--- config.mk ---
export PLATFORM = sky130hd
export DESIGN_NAME = fetch_pipe_param
export DESIGN_NICKNAME = d
export VERILOG_FILES = /design/src/rtl/fetch_pipe_param.sv
export SDC_FILE = /design/constraint.sdc
export NUM_CORES = 1
export LEC_CHECK = 0
export CAP_MARGIN = 0
export CORE_AREA = 2 2 84 86
export DETAILED_ROUTE_END_ITERATION = 7
export DIE_AREA = 0 0 86 88
export GPL_ROUTABILITY_DRIVEN = 0
export PLACE_DENSITY = 0.78
export SYNTH_ARGS = -nofsm -noshare
export SYNTH_HDL_FRONTEND = slang
export SYNTH_SLANG_ARGS = --single-unit
--- constraint.sdc ---
create_clock -name clk -period 1.9 [get_ports clk]
set_input_delay 0.38 -clock clk [delete_from_list [all_inputs] [get_ports clk]]
set_output_delay 0.38 -clock clk [all_outputs]
set_load 0.005 [all_outputs]
--- src/rtl/fetch_pipe_param.sv ---
// Parametrised fetch stage: PC, synchronous IMEM request, 1-entry skid buffer and
// IF/ID register with valid bit, stall and redirect-with-squash support.
module fetch_pipe_param #(
  parameter int unsigned ADDR_W   = 8,
  parameter int unsigned FIELD_W  = 4,
  parameter int unsigned PC_STEP  = 2,
  parameter int unsigned RESET_PC = 0
) (
  input  logic                 clk,
  input  logic                 reset,
  input  logic                 stall_i,
  input  logic                 redirect_i,
  input  logic [ADDR_W-1:0]    redirect_addr,
  output logic                 imem_en,
  output logic [ADDR_W-1:0]    imem_addr,
  input  logic [5*FIELD_W-1:0] imem_rdata,
  output logic                 id_valid,
  output logic [ADDR_W-1:0]    id_pc,
  output logic [ADDR_W-1:0]    id_next_pc,
  output logic [FIELD_W-1:0]   id_opcode,
  output logic [FIELD_W-1:0]   id_a,
  output logic [FIELD_W-1:0]   id_b,
  output logic [FIELD_W-1:0]   id_w,
  output logic [FIELD_W-1:0]   id_sign
);

  localparam int unsigned       INSTR_W = 5 * FIELD_W;
  localparam logic [ADDR_W-1:0] STEP    = ADDR_W'(PC_STEP);
  localparam logic [ADDR_W-1:0] PC_RST  = ADDR_W'(RESET_PC);

  logic [ADDR_W-1:0]  pc_q, pc_d;
  logic               f_valid_q, f_valid_d;
  logic [ADDR_W-1:0]  f_pc_q, f_pc_d;
  logic               skid_valid_q, skid_valid_d;
  logic [ADDR_W-1:0]  skid_pc_q, skid_pc_d;
  logic [INSTR_W-1:0] skid_instr_q, skid_instr_d;
  logic               id_valid_q, id_valid_d;
  logic [ADDR_W-1:0]  id_pc_q, id_pc_d;
  logic [INSTR_W-1:0] id_instr_q, id_instr_d;
  logic               req;

  always_comb begin
    req          = !stall_i && !redirect_i;
    pc_d         = pc_q;
    f_valid_d    = req;
    f_pc_d       = pc_q;
    skid_valid_d = skid_valid_q;
    skid_pc_d    = skid_pc_q;
    skid_instr_d = skid_instr_q;
    id_valid_d   = id_valid_q;
    id_pc_d      = id_pc_q;
    id_instr_d   = id_instr_q;

    if (redirect_i)    pc_d = redirect_addr;
    else if (!stall_i) pc_d = pc_q + STEP;

    // Redirect squashes everything in flight, even while decode is stalled.
    if (redirect_i) begin
      id_valid_d   = 1'b0;
      skid_valid_d = 1'b0;
    end else if (!stall_i) begin
      if (skid_valid_q) begin
        id_valid_d   = 1'b1;
        id_pc_d      = skid_pc_q;
        id_instr_d   = skid_instr_q;
        skid_valid_d = 1'b0;
      end else begin
        id_valid_d   = f_valid_q;
        id_pc_d      = f_pc_q;
        id_instr_d   = imem_rdata;
      end
    end else if (f_valid_q) begin
      skid_valid_d = 1'b1;
      skid_pc_d    = f_pc_q;
      skid_instr_d = imem_rdata;
    end
  end

  always_ff @(posedge clk or negedge reset) begin
    if (!reset) begin
      pc_q         <= PC_RST;
      f_valid_q    <= 1'b0;
      f_pc_q       <= '0;
      skid_valid_q <= 1'b0;
      skid_pc_q    <= '0;
      skid_instr_q <= '0;
      id_valid_q   <= 1'b0;
      id_pc_q      <= '0;
      id_instr_q   <= '0;
    end else begin
      pc_q         <= pc_d;
      f_valid_q    <= f_valid_d;
      f_pc_q       <= f_pc_d;
      skid_valid_q <= skid_valid_d;
      skid_pc_q    <= skid_pc_d;
      skid_instr_q <= skid_instr_d;
      id_valid_q   <= id_valid_d;
      id_pc_q      <= id_pc_d;
      id_instr_q   <= id_instr_d;
    end
  end

  always_comb begin
    imem_en    = req;
    imem_addr  = pc_q;
    id_valid   = id_valid_q;
    id_pc      = id_pc_q;
    id_next_pc = id_pc_q + STEP;
    id_opcode  = id_instr_q[5*FIELD_W-1:4*FIELD_W];
    id_a       = id_instr_q[4*FIELD_W-1:3*FIELD_W];
    id_b       = id_instr_q[3*FIELD_W-1:2*FIELD_W];
    id_w       = id_instr_q[2*FIELD_W-1:FIELD_W];
    id_sign    = id_instr_q[FIELD_W-1:0];
  end

endmodule
==> out/summary.txt, run 1 <==
Core ar. -> 6640 um2
Worst setup SP type -> flop
proportion of power drawn by the clock network -> 32.6%
Initial Util -> 47.6%
Max FO, Critical Path -> 2
CTS tree -> yes
final-report hold violation count -> 0
clock skew -> 0.00840 ns
Req. time, crit path -> 1.52 ns
unrepaired setup endpoints after global routing -> false
die area -> 7570 um2
CTS sink count -> 75
Worst Max-Slew Pin Slew -> 0.537 ns
leak pwr -> 1.89 nW
sequential power share -> 48.9%
Fin Hold WS -> 0.422 ns
vias per std cell -> 5.02
post-synthesis cell count -> 252
DRT Wirelength -> 5810 um
crit-path cells -> ha_2 > and3_4 > xor2_1 > dlygate4sd2_1
final slew viol count -> 0
Seq/Total Area, Yosys -> 59.4%
hold path start -> imem_addr[0]
layout cells sized above 1 -> 12.2%
initial drt markers -> 53
number of remaining DRC errors -> 0
remaining global-route overflow -> 0
Die Ht -> 88 um
dpl hpwl -> 4050 um
Synth cell types -> 26
GR Util All Layers -> 16.8%
min Tclk post-route -> 1.83 ns
Root Buffer -> clkbuf_8
CTS buffer count -> 9
# IOs -> 78
Synth top area share -> 59.4%
Comb pwr share -> 18.5%
critical path arrival -> 1.45 ns
Layout fillers -> 518
CTS max path bufs -> 2
via count -> 2134
setup ws final -> 0.0690 ns
Power Internal -> 3.16 mW
largest net degree at the start of global routing -> 58
Routed Antenna Nets -> 0
synthesized flop and latch total -> 75
WL/cell -> 13.7 um
max cap viols -> 0
relative slew slack -> 64.2%
chip width -> 86 um
power density over the cells -> 958 nW/um2
first-pass GRT wire length -> 9980 um
Port Buffers -> 77
vias in the first global route -> 2226
Worst VDD drop -> 0.409 mV
status -> finished clean
Layout area overhead -> 37.2%
Seq. cell area -> 1880 um2
htree depth -> 3
sw frac -> 24.0%
area taken by multi-input logic gates -> 1210 um2
Pre-antenna DRT Iters -> 4
CP peak stage delay -> 0.39 ns
Cell Rows -> 30
Crit Path Category -> reg2out
crit path from -> id_pc[1]
CP Capture Type -> output pin
cell taking the most area after synthesis -> dfrtp_1
Critical-path top delay cell -> dfrtp_1
worst r2r src -> imem_addr[1]
nets@finish -> 374
syn_area_per_cell -> 12.5 um2
fmax -> 546 MHz
Area contributors post-synth -> dfrtp_1, mux2_1, mux2i_1, o21ai_1, nand2_1
Mapped Nets -> 286
initial antenna violation count -> 0
Yosys warning total -> 0
clk slew on worst S/H paths -> 0.08 ns
pre-CTS setup slack -> -0.130 ns
endpoints failing setup -> 0
worst skew pair latency -> 0.32 ns
Worst Hold Class -> reg2reg
Net Switching -> 0.995 mW
crit share post-route -> 96.4%
ANT cells -> 0
Post-Syn Area -> 3160 um2
-- per-stage QoR --
stage	utilization, %	cells	area, um2	power (mW)	TNS [ns]
final	65.3	425	4340	4.15	0
after global routing	65.3	425	4340	4.39	0
after CTS	65.3	425	4340	4.21	0
after detailed placement	61.7	408	4100	2.86	-0.130
after global placement	61.7	408	4100	2.83	-0.123
after floorplan	-	252	3160	2.36	0
-- cells in the final DEF (no fill, tap or decap) --
cell	n
inv_2	2
clkinv_2	1
o21ai_1	31
ha_1	1
buf_12	4
ha_2	1
o21ai_0	5
buf_4	10
clkinvlp_4	1
dlygate4sd3_1	1
buf_2	1
nand3_4	1
mux2i_1	29
clkbuf_2	1
nor3b_1	1
and3_4	1
nand4b_4	2
or3_1	2
bufinv_16	2
dfrtp_2	1
mux2_2	1
nand2_1	36
nand3_1	2
clkbuf_1	1
nor2_1	3
or2_4	1
clkdlybuf4s50_1	69
and3_1	1
nand3_2	1
nor2b_1	2
xor2_1	5
dlymetal6s2s_1	1
mux2_1	28
xnor2_1	4
clkbuf_8	11
inv_1	1
a31oi_1	2
dfrtp_1	74
dlygate4sd2_1	4
-- cell usage after synthesis, drive strengths merged --
library cell,n
ha,2
nand2,36
nor2,3
a31oi,2
o21ai,36
nor3b,1
dfrtp,75
inv,3
mux2,29
clkbuf,3
nor2b,2
xnor2,4
mux2i,29
nand4b,2
or2,1
nand3,4
xor2,5
or3,2
and3,2
buf,11
-- power groups by stage --
stage	logic, mW	clock network (mW)	registers, mW
2_1_floorplan	0.319	0	2.04
3_3_place_gp	0.779	0	2.05
3_5_place_dp	0.800	0	2.06
4_1_cts	0.791	1.39	2.03
5_1_grt	0.855	1.46	2.07
6_report	0.767	1.35	2.03
-- what timing repair did --
item	4_1_cts	5_1_grt
endpoints found under the setup margin	6	5
endpoints found under the hold margin	18	0
hold buffers	1	0
cloned	0	0
buffers inserted	0	0
resized for setup	11	5
-- logic make-up after synthesis --
| family | count (synthesis) | share of synthesized area (%) |
|---|---|---|
| xor gates and xnor gates | 9 | 2.49 |
| and+or+nand+nor | 53 | 8.79 |
| adders and majority gates | 2 | 0.791 |
| buffers and inverters | 17 | 2.97 |
| DFF | 75 | 59.4 |
| AOI/OAI and AO/OA | 38 | 6.09 |
| muxes | 58 | 19.5 |
-- area by class of cell --
cell class / instances / area share [%]
repair buffers: 91 / 21.1
flip-flops and latches: 75 / 43.3
clock inverters: 4 / 1.67
multi-input cells: 160 / 27.8
clock buffers: 12 / 3.58
inverters: 3 / 0.260
well taps: 80 / 2.31
-- sequential cells by signal (all words and copies together) (netlist names) --
| name | cells |
|---|---|
| skid_pc_q | 8 |
| id_instr_q | 20 |
| id_pc | 8 |
| skid_instr_q | 20 |
| f_pc_q | 8 |
| imem_addr | 8 |
| f_valid_q | 1 |
| id_valid | 1 |
| skid_valid_q | 1 |
-- worst max-delay path, delay by kind of cell, from the launching register on --
kind,cells,cell delay (ns)
flops,1,0.39
buf+inv,1,0.27
fa+ha+maj,1,0.19
simple gates,1,0.15
xor+xnor,1,0.13
-- worst paths after layout --
check	to	slack, ns	cells after the start
min	f_pc_q[0]	0.42	0
max reg2reg	imem_addr[7]	0.47	4
min in group asynchronous	imem_addr[3]	0.48	2
max in group asynchronous	id_pc[4]	0.86	3
max	id_next_pc[5]	0.07	4
min reg2reg	f_pc_q[0]	0.42	0
-- layer usage --
layer	GRT usage, %	up-vias	wire length, um
li1	-	1045	-
met1	20.2	1039	2560
met2	28.9	46	2940
met3	3.49	4	228
met4	7.94	0	74
met5	0	-	0
No activity file was read; power rests on OpenSTA's default activity.
==> inputs of run 2 (changes only) <==
Settings changed: REMOVE_ABC_BUFFERS from default to 1.
==> run 2 against run 1 <==
Effect of this change:
- combinational power is essentially flat
- sequential power is essentially flat
- via count is essentially flat
- critical path depth is the same
- routed wire length grew 3.6%
- power shrank 1.9%
- critical path type unchanged
==> out/summary.txt, run 2 (same netlist as run 1, synthesis figures left out) <==
dpl cell area -> 4090 um2 (was 4100 um2)
commonest non-fill, non-tap cells in the layout -> dfrtp_1, clkdlybuf4s50_1, nand2_1 (unchanged)
sw frac -> 24.6% (was 24.0%)
Worst VDD drop -> 0.630 mV (was 0.409 mV)
Worst Max-Slew Pin Slew -> 0.556 ns (was 0.537 ns)
relative slew slack -> 63.0% (was 64.2%)
final slew viol count -> 0 (unchanged)
CTS sink count -> 75 (unchanged)
Max FO, Critical Path -> 2 (unchanged)
global-route layer with the greatest usage -> met2 (unchanged)
Die Ht -> 88 um (unchanged)
Layout area overhead -> 36.2% (was 37.2%)
sequential power share -> 49.9% (was 48.9%)
number of remaining DRC errors -> 0 (unchanged)
initial drt markers -> 104 (was 53)
Req. time, crit path -> 1.52 ns (about the same)
DRT Wirelength -> 6010 um (was 5810 um)
fmax -> 552 MHz (was 546 MHz)
commonest non-fill, non-tap cell in the layout -> dfrtp_1 (unchanged)
vias per std cell -> 5.03 (was 5.02)
first-pass GRT wire length -> 9940 um (was 9980 um)
critical path arrival -> 1.43 ns (was 1.45 ns)
Initial Util -> 47.6% (unchanged)
setup ws final -> 0.0876 ns (was 0.0690 ns)
met3 Use GR -> 5.28% (was 3.49%)
CTS tree -> yes (unchanged)
endpoints failing setup -> 0 (unchanged)
Pre-antenna DRT Iters -> 4 (unchanged)
Worst setup SP type -> flop (unchanged)
Port Buffers -> 77 (unchanged)
Placed Cells -> 407 (was 408)
CTS buffer count -> 9 (unchanged)
layout cells sized above 1 -> 12.2% (about the same)
die area -> 7570 um2 (unchanged)
GR Util All Layers -> 17.1% (was 16.8%)
largest net degree at the start of global routing -> 57 (was 58)
chip width -> 86 um (unchanged)
Crit Path Category -> reg2out (unchanged)
initial antenna violation count -> 0 (unchanged)
unrepaired setup endpoints after global routing -> false (unchanged)
CTS max path bufs -> 2 (unchanged)
leak pwr -> 1.87 nW (was 1.89 nW)
global-route track usage on met2 -> 29.3% (was 28.9%)
M1 GR Usage -> 20.6% (was 20.2%)
Final Cell Area -> 4310 um2 (was 4340 um2)
Core Util, Final -> 64.8% (was 65.3%)
via count -> 2133 (was 2134)
Core ar. -> 6640 um2 (unchanged)
min Tclk post-route -> 1.81 ns (was 1.83 ns)
Net Switching -> 1.00 mW (was 0.995 mW)
nets@finish -> 374 (unchanged)
pre-CTS setup slack -> -0.185 ns (was -0.130 ns)
Root Buffer -> clkbuf_8 (unchanged)
# IOs -> 78 (unchanged)
Comb pwr share -> 18.8% (was 18.5%)
proportion of power drawn by the clock network -> 31.3% (was 32.6%)
Power Internal -> 3.07 mW (was 3.16 mW)
worst skew pair latency -> 0.34 ns (was 0.32 ns)
max cap viols -> 0 (unchanged)
clk slew on worst S/H paths -> 0.07 ns (was 0.08 ns)
clock skew -> 0.00693 ns (was 0.00840 ns)
remaining global-route overflow -> 0 (unchanged)
Worst Hold Class -> reg2reg (unchanged)
Routed Antenna Nets -> 0 (unchanged)
CP Capture Type -> output pin (unchanged)
status -> finished clean (unchanged)
vias in the first global route -> 2120 (was 2226)
power density over the cells -> 946 nW/um2 (was 958 nW/um2)
ANT cells -> 0 (unchanged)
crit share post-route -> 95.4% (was 96.4%)
WL/cell -> 14.2 um (was 13.7 um)
dpl hpwl -> 4200 um (was 4050 um)
final-report hold violation count -> 0 (unchanged)
Cell Rows -> 30 (unchanged)
htree depth -> 3 (unchanged)
Top Registers -> id_instr_q: 20 flops, skid_instr_q: 20 flops (unchanged)
final instance count without filler cells -> 424 (was 425)
## run 2: final cells by class
| class | count | area (um2) |
|---|---|---|
| Multi-Input combinational cell | 160 | 1210 |
| Tap cell | 80 | 100 |
| Inverter | 3 | 11.3 |
| Clock buffer | 10 | 128 |
| Clock inverter | 5 | 78.8 |
| Fill cell | 524 | 2340 |
| Timing Repair Buffer | 91 | 905 |
| Sequential cell | 75 | 1880 |
## run 2: final timing paths
kind                                   start             to  slack [ns]  depth (start not counted)
worst max-delay path                id_pc[2]  id_next_pc[3]        0.09                          4
worst min-delay path            imem_addr[0]      f_pc_q[0]        0.41                          0
worst max register to register  imem_addr[1]   imem_addr[7]        0.46                          4
worst min register to register  imem_addr[0]      f_pc_q[0]        0.41                          0
max in group asynchronous              reset   skid_valid_q        0.87                          3
min in group asynchronous              reset  id_instr_q[4]        0.47                          2
## run 2: power by group through the flow
stage | Clock [mW] | Combinational, mW | Sequential (mW)
final | 1.28 | 0.766 | 2.03
after global routing | 1.39 | 0.846 | 2.07
after CTS | 1.32 | 0.781 | 2.03
after detailed placement | 0 | 0.796 | 2.06
after global placement | 0 | 0.772 | 2.05
after floorplan | 0 | 0.291 | 2.05
## run 2: metrics by stage
| stage | power, mW | setup TNS (ns) | hold WS [ns] |
|---|---|---|---|
| 2_1_floorplan | 2.34 | 0 | 0.0844 |
| 3_3_place_gp | 2.82 | -0.178 | 0.277 |
| 3_5_place_dp | 2.86 | -0.198 | 0.279 |
| 4_1_cts | 4.13 | -0.0383 | 0.414 |
| 5_1_grt | 4.31 | 0 | 0.424 |
| 6_report | 4.07 | 0 | 0.411 |
## run 2: worst max-delay path: stages, from the launching register on
cell and delay, ns:
dfrtp_1 0.38, ha_2 0.20, buf_4 0.13, xor2_1 0.14, dlygate4sd2_1 0.25
## run 2: layer usage
| layer | vias to the layer above | wire length [um] |
|---|---|---|
| li1 | 1041 | - |
| met5 | - | 0 |
| met3 | 5 | 313 |
| met1 | 1038 | 2570 |
| met4 | 0 | 67 |
| met2 | 49 | 3060 |
## run 2: repair_timing
item	in CTS	in global routing
buffers inserted	0	1
resized for setup	11	8
pin swaps	0	2
endpoints found under the hold margin	19	0
setup endpoints to repair	6	3
hold buffers	1	0
